--- src/rtl/wb_grf.sv ---
// Write-back stage: M/W pipeline latch feeding a 32x32 general register file
// with two bypassed combinational read ports and a committed-write counter.
module wb_grf #(
  parameter logic [31:0] PC_RESET = 32'h0000_3000,
  parameter int          WB_CNT_W = 32
) (
  input  logic                clk,
  input  logic                reset,
  input  logic                en,
  input  logic                clr,
  input  logic                m_we,
  input  logic [4:0]          m_waddr,
  input  logic [31:0]         m_wdata,
  input  logic [31:0]         m_pc,
  input  logic [4:0]          ra1,
  input  logic [4:0]          ra2,
  output logic [31:0]         rd1,
  output logic [31:0]         rd2,
  output logic                w_we,
  output logic [4:0]          w_waddr,
  output logic [31:0]         w_wdata,
  output logic [31:0]         w_pc,
  output logic                wb_commit,
  output logic [WB_CNT_W-1:0] wb_count
);

  logic        committed;
  logic [31:0] grf [32];
  logic        pending;

  // A held latch may commit only once; committed clears whenever the latch reloads.
  assign wb_commit = w_we && (w_waddr != 5'd0) && !committed;
  assign pending   = w_we && !committed;

  function automatic logic [31:0] read_port(
    input logic [4:0]  ra,
    input logic        pend,
    input logic [4:0]  waddr,
    input logic [31:0] wdata,
    input logic [31:0] arr_val
  );
    if (ra == 5'd0)                  return 32'd0;
    else if (pend && (waddr == ra))  return wdata;
    else                             return arr_val;
  endfunction

  assign rd1 = read_port(ra1, pending, w_waddr, w_wdata, grf[ra1]);
  assign rd2 = read_port(ra2, pending, w_waddr, w_wdata, grf[ra2]);

  // W latch, commit bookkeeping and counter
  always_ff @(posedge clk or negedge reset) begin
    if (!reset) begin
      w_we      <= 1'b0;
      w_waddr   <= 5'd0;
      w_wdata   <= 32'd0;
      w_pc      <= PC_RESET;
      committed <= 1'b0;
      wb_count  <= '0;
    end else begin
      if (clr) begin
        w_we    <= 1'b0;
        w_waddr <= 5'd0;
        w_wdata <= 32'd0;
        w_pc    <= PC_RESET;
      end else if (en) begin
        w_we    <= m_we;
        w_waddr <= m_waddr;
        w_wdata <= m_wdata;
        w_pc    <= m_pc;
      end
      if (clr || en)
        committed <= 1'b0;
      else if (wb_commit)
        committed <= 1'b1;
      if (wb_commit)
        wb_count <= wb_count + {{(WB_CNT_W-1){1'b0}}, 1'b1};
    end
  end

  // Register array; the write uses the latch contents before this edge's capture
  always_ff @(posedge clk or negedge reset) begin
    if (!reset) begin
      for (int i = 0; i < 32; i++)
        grf[i] <= 32'd0;
    end else if (wb_commit) begin
      grf[w_waddr] <= w_wdata;
    end
  end

endmodule

--- config.mk ---
export PLATFORM = sky130hd
export DESIGN_NAME = wb_grf
export DESIGN_NICKNAME = d
export VERILOG_FILES = /design/src/rtl/wb_grf.sv
export SDC_FILE = /design/constraint.sdc
export NUM_CORES = 2
export LEC_CHECK = 0
export BUFFER_PORTS_ARGS = -buffer_cell sky130_fd_sc_hd__buf_2
export CORE_ASPECT_RATIO = 0.8
export CORE_MARGIN = 4
export CORE_UTILIZATION = 30
export CTS_BUF_LIST = sky130_fd_sc_hd__clkbuf_8
export DETAILED_ROUTE_END_ITERATION = 6
export GPL_TIMING_DRIVEN = 0
export MAX_ROUTING_LAYER = met4
export PLACE_DENSITY = 0.48
export SYNTH_ARGS = -nofsm -noshare
export SYNTH_HDL_FRONTEND = slang
export SYNTH_SLANG_ARGS = --single-unit
--- constraint.sdc ---
create_clock -name clk -period 2.53 [get_ports clk]
set_input_delay 0.3795 -clock clk [delete_from_list [all_inputs] [get_ports clk]]
set_output_delay 0.3795 -clock clk [all_outputs]
set_load 0.01 [all_outputs]
Word-level counts from Yosys, hierarchy flattened --
Cells that the tools add are included.
Operators by class: mux-type cells 23, $add $sub $neg 1, bitwise operators 3, order comparisons 4, reduce and logical (&&, ||, !) cells 13, equal/unequal tests 2
Operator list (number):
- 1024-bit bitwise mux | 1
- 32-bit two-way mux | 13
- 32-bit binary-select mux with 5-bit select | 2
- 32-bit demux with 5-bit select | 1
- 32-bit by 1-bit adder with 32-bit output, second input constant | 1
- 6-bit >= comparator, second input constant | 3
- 5-bit NOT with 6-bit output | 3
- 5-bit equality test | 2
- 5-bit zero test | 2
- 5-bit two-way mux | 2
- 1-bit logical AND | 6
- 6-bit by 1-bit < comparator with 1-bit output, second input constant | 1
- 5-bit nonzero test | 1
- 1-bit two-way mux | 4
- 2-bit nonzero test | 2
- 1-bit zero test | 1
- 1-bit logical OR | 1
Word-level totals: register bits after elaboration 1127, output and inout bits 167, word-level logic and storage cells 84

Depth between registers and ports, before layout --
depth in word-level cells 6, gate-level depth with buffers 10, gate-level depth less buffers 5

Worst setup path before layout --
Ideal clock, no wire load.
path type input port to output port, start input port ra1[1], end output port rd1[14], data arrival time 2.059 ns, required time 2.151 ns, stages 7, path slack 0.092 ns, cell sequence buf_4 -> buf_2 -> buf_1 -> mux4_2 -> mux4_2 -> o22ai_1 -> nor2_1
Between the ends: longest elaborated chain between the ends 6, elaborated cells on any way between the ends 9, classes of those cells eq/ne: 1; mux: 5; bitwise: 1; reduce/logical: 2
RTL lines:
- start, declared | line 15 | input logic [4:0] ra1,
- 5-bit NOT with 6-bit output (implied by the code) | line 47 | assign rd1 = read_port(ra1, pending, w_waddr, w_wdata, grf[ra1]);
- 32-bit binary-select mux with 5-bit select | line 47
- 32-bit two-way mux (implied by the code) (2 in a row) | line 47
- 32-bit two-way mux | line 43 | else if (pend && (waddr == ra)) return wdata;
- 32-bit two-way mux * | line 42 | if (ra == 5'd0) return 32'd0;
- end, declared | line 17 | output logic [31:0] rd1,
Every way passes the cells marked *; elsewhere a longest branch is shown, timed or not. The select of a mux whose other input is x is not followed.

Worst setup path in the final report --
start input port ra1[2], end output port rd1[31]
The elaborated chain is that of the path after synthesis.

==> out/metrics.yaml <==
cells_and_area:
  instances_no_fill: 7349
  multi_input_area_sq_mm: 0.0307
  final_cell_mix: "dfrtp_1 (1,121), mux2_2 (1,061), mux4_2 (527)"
  area_delta_synth_final_pct: 20.9
  n_fill_cell: 19100
  final-seq-area_sq_mm: 0.0282
  final_common_cell: "dfrtp_1"
  final_area_sq_mm: 0.0720
  layout.nets: 4613
  drive_gt1_frac: 0.563
placement:
  place_hpwl_um: 191000
  pre_cts_ws_ns: -2.78
  placed_cell_area_sq_mm: 0.0645
  numPortBuffers: 241
  placed_cells: 6865
  gp_congestion: 0.941
floorplanning:
  coreArea_sq_mm: 0.198
  die_y_um: 407
  io_pins: 251
  rows: 146
  dieArea_sq_mm: 0.206
  dieWidth_um: 506
  initial_core_util: 0.302
route:
  num_vias: 43400
  first_iter_violations: 5219
  via_per_inst: 5.91
  ant_nets: 0
  first_pass_iters: 5
  routed_wirelength_um: 290000
  wl_per_cell_um: 39.4
  drc_errors: 0
global_routing:
  grt_max_degree: 161
  track_usage: 0.286
  antenna_found_initial: 15
  grt_pass1_wl_um: 386000
  grt_overflow: 0
  grt_pass1_vias: 42800
logic_synthesis:
  yosys_warnings: 0
  ys_types: 57
  syn_area_sq_mm: 0.0596
  syn_nets: 4029
  yosysTopAreaCell: "dfrtp_1"
  ys_seq_elements: 1127
  synth_cells: 3944
  ys_seq_area_frac: 0.473
  synth.top_cell.area_share: 0.472
  synth_edf_count: 0
  synth_top_flop_cell: "dfrtp_1"
  postSynth.asyncResetShare: 1.00
  syn_area_per_cell_sq_um: 15.1
  synth_area_leaders: "dfrtp_1 (47%), mux2_2 (20%), mux4_2 (20%)"
sta:
  fmax_mhz: 254
  relSlewSlack: 0.00139
  setup_violations: 78
  worst_slew_pin_slew_ns: 1.50
  slew_viol_final: 0
  finClkSkew_ns: 0.0391
  hold_viol: 0
  fin_crit_ns: 3.93
  final.setup.worst_slack_ns: -1.40
  fin_crit_sh: 1.55
  grt_setup_unrepaired: "yes"
clocking:
  cts_tree: "built"
  cts_buffers: 190
  clockRootBuffer: "clkbuf_8"
  cts.clk_slew.worst_paths_ns: 0.06
  clock_latency_ns: 0.98
  clock-sinks: 1127
  cts_max_path_buffers: 3
  h-tree-depth: 4
power_and_ir_drop:
  peakVddDrop_mv: 0.560
  p_per_area_mw_per_mm2: 579
  cellLeakagePower_nw: 33.5
critical_path:
  end_kind: "output port"
  critPathKind: "input port to output port"
  critPathLaunchType: "input port"
  crit_fanout: 10
  arrival_ns: 3.55
  required_ns: 2.15
worst_hold_path:
  hold_class: "input port to async pin"
job:
  maxCapViolCount: 1
run_status:
  violations: "capacitance limit, setup timing"
  outcome: "finished, violations left"
## stage by stage
| stage | util | setup TNS [ns] | power [mW] | hold WS (ns) |
|---|---|---|---|---|
| after floorplan | - | 0 | 21.9 | 0.0839 |
| after global placement | 0.324 | - | 24.6 | 0.454 |
| after detailed placement | 0.327 | -358.24 | 24.7 | 0.321 |
| after CTS | 0.361 | -79.74 | 41.7 | 0.0210 |
| after global routing | 0.364 | -79.68 | 42.9 | 0.103 |
| final | 0.364 | -76.22 | 41.7 | 0.0738 |
## worst max-delay path, cell delays in order
cell and delay (ns):
buf_2 0.22, buf_2 0.28, buf_1 1.10, mux4_2 0.44, mux2i_1 0.37, mux2i_1 0.21, o22ai_4 0.26, nor2_4 0.11
buf_6 0.14
## final timing paths
| check | start | cells past startpoint | slack (ns) | end |
|---|---|---|---|---|
| worst max-delay path | ra1[2] | 9 | -1.40 | rd1[31] |
| min in group clk | clr | 3 | 0.14 | w_pc[30] |
| max in group asynchronous | reset | 4 | 0.77 | grf[944] |
| worst min register to register | wb_count[31] | 1 | 0.47 | wb_count[31] |
| worst max register to register | w_waddr[2] | 6 | -0.05 | grf[40] |
| worst min-delay path | reset | 3 | 0.07 | grf[352] |
## metal layers
layer	track usage	vias to the layer above	wire (um)
met1	0.382	23900	122000
met2	0.388	2587	120000
li1	-	16300	-
met5	-	-	0
met4	0.122	0	13600
met3	0.104	643	34000
## layout make-up
cell class | instances | area share
Tap cell | 2664 | 0.0463
Clock buffer | 240 | 0.0459
Clock inverter | 84 | 0.00511
Sequential cell | 1127 | 0.392
Timing Repair Buffer | 394 | 0.0452
Multi-Input combinational cell | 2378 | 0.426
Buffer | 428 | 0.0387
Inverter | 9 | 0.000504
Antenna cell | 25 | 0.000868
## cells in the mapped netlist, drive strengths merged, types with 15 or more instances
master,number
nor2,154
xor2,29
a221oi,33
mux2i,194
dfrtp,1125
a22oi,16
mux4,527
a21oi,18
nor2b,15
o21ai,37
nand3,21
o22ai,57
o31ai,35
mux2,1061
clkbuf,190
nor3,20
nand2,72
buf,240
## sequential cells by signal, summed over array words and instances, names as in the netlist
| signal | flops |
|---|---|
| grf | 1024 |
| wb_count | 32 |
| w_we | 1 |
| w_wdata | 32 |
| w_waddr | 5 |
| committed | 1 |
| w_pc | 32 |
## cells by family (layout without fill, tap and decap cells)
group | Yosys count | after routing | share of synthesized area
AND/OR/NAND/NOR | 333 | 333 | 0.0254
buffers and inverters | 439 | 1155 | 0.0364
XOR/XNOR | 41 | 41 | 0.00603
other | 0 | 25 | 0
flip-flops | 1127 | 1127 | 0.473
AO/OA/AOI/OAI | 221 | 221 | 0.0265
adder cells (fa/ha/maj) | 1 | 1 | 0.000210
multiplexers | 1782 | 1782 | 0.432
## power breakdown
group	leakage, nW	total, mW	internal [mW]	switching [mW]
Combinational	15.8	5.83	2.20	3.63
Sequential	15.6	19.2	18.6	0.534
Clock	2.13	16.7	8.44	8.26
Total	33.5	41.7	29.3	12.4
## repair_timing
item	CTS	global route
cloned	4	1
pin swaps	38	15
gates resized for setup	547	130
hold buffers	73	0
hold endpoints to repair	572	0
buffers inserted	41	23
endpoints found under the setup margin	970	456
Power figures use the tool's default switching activity.
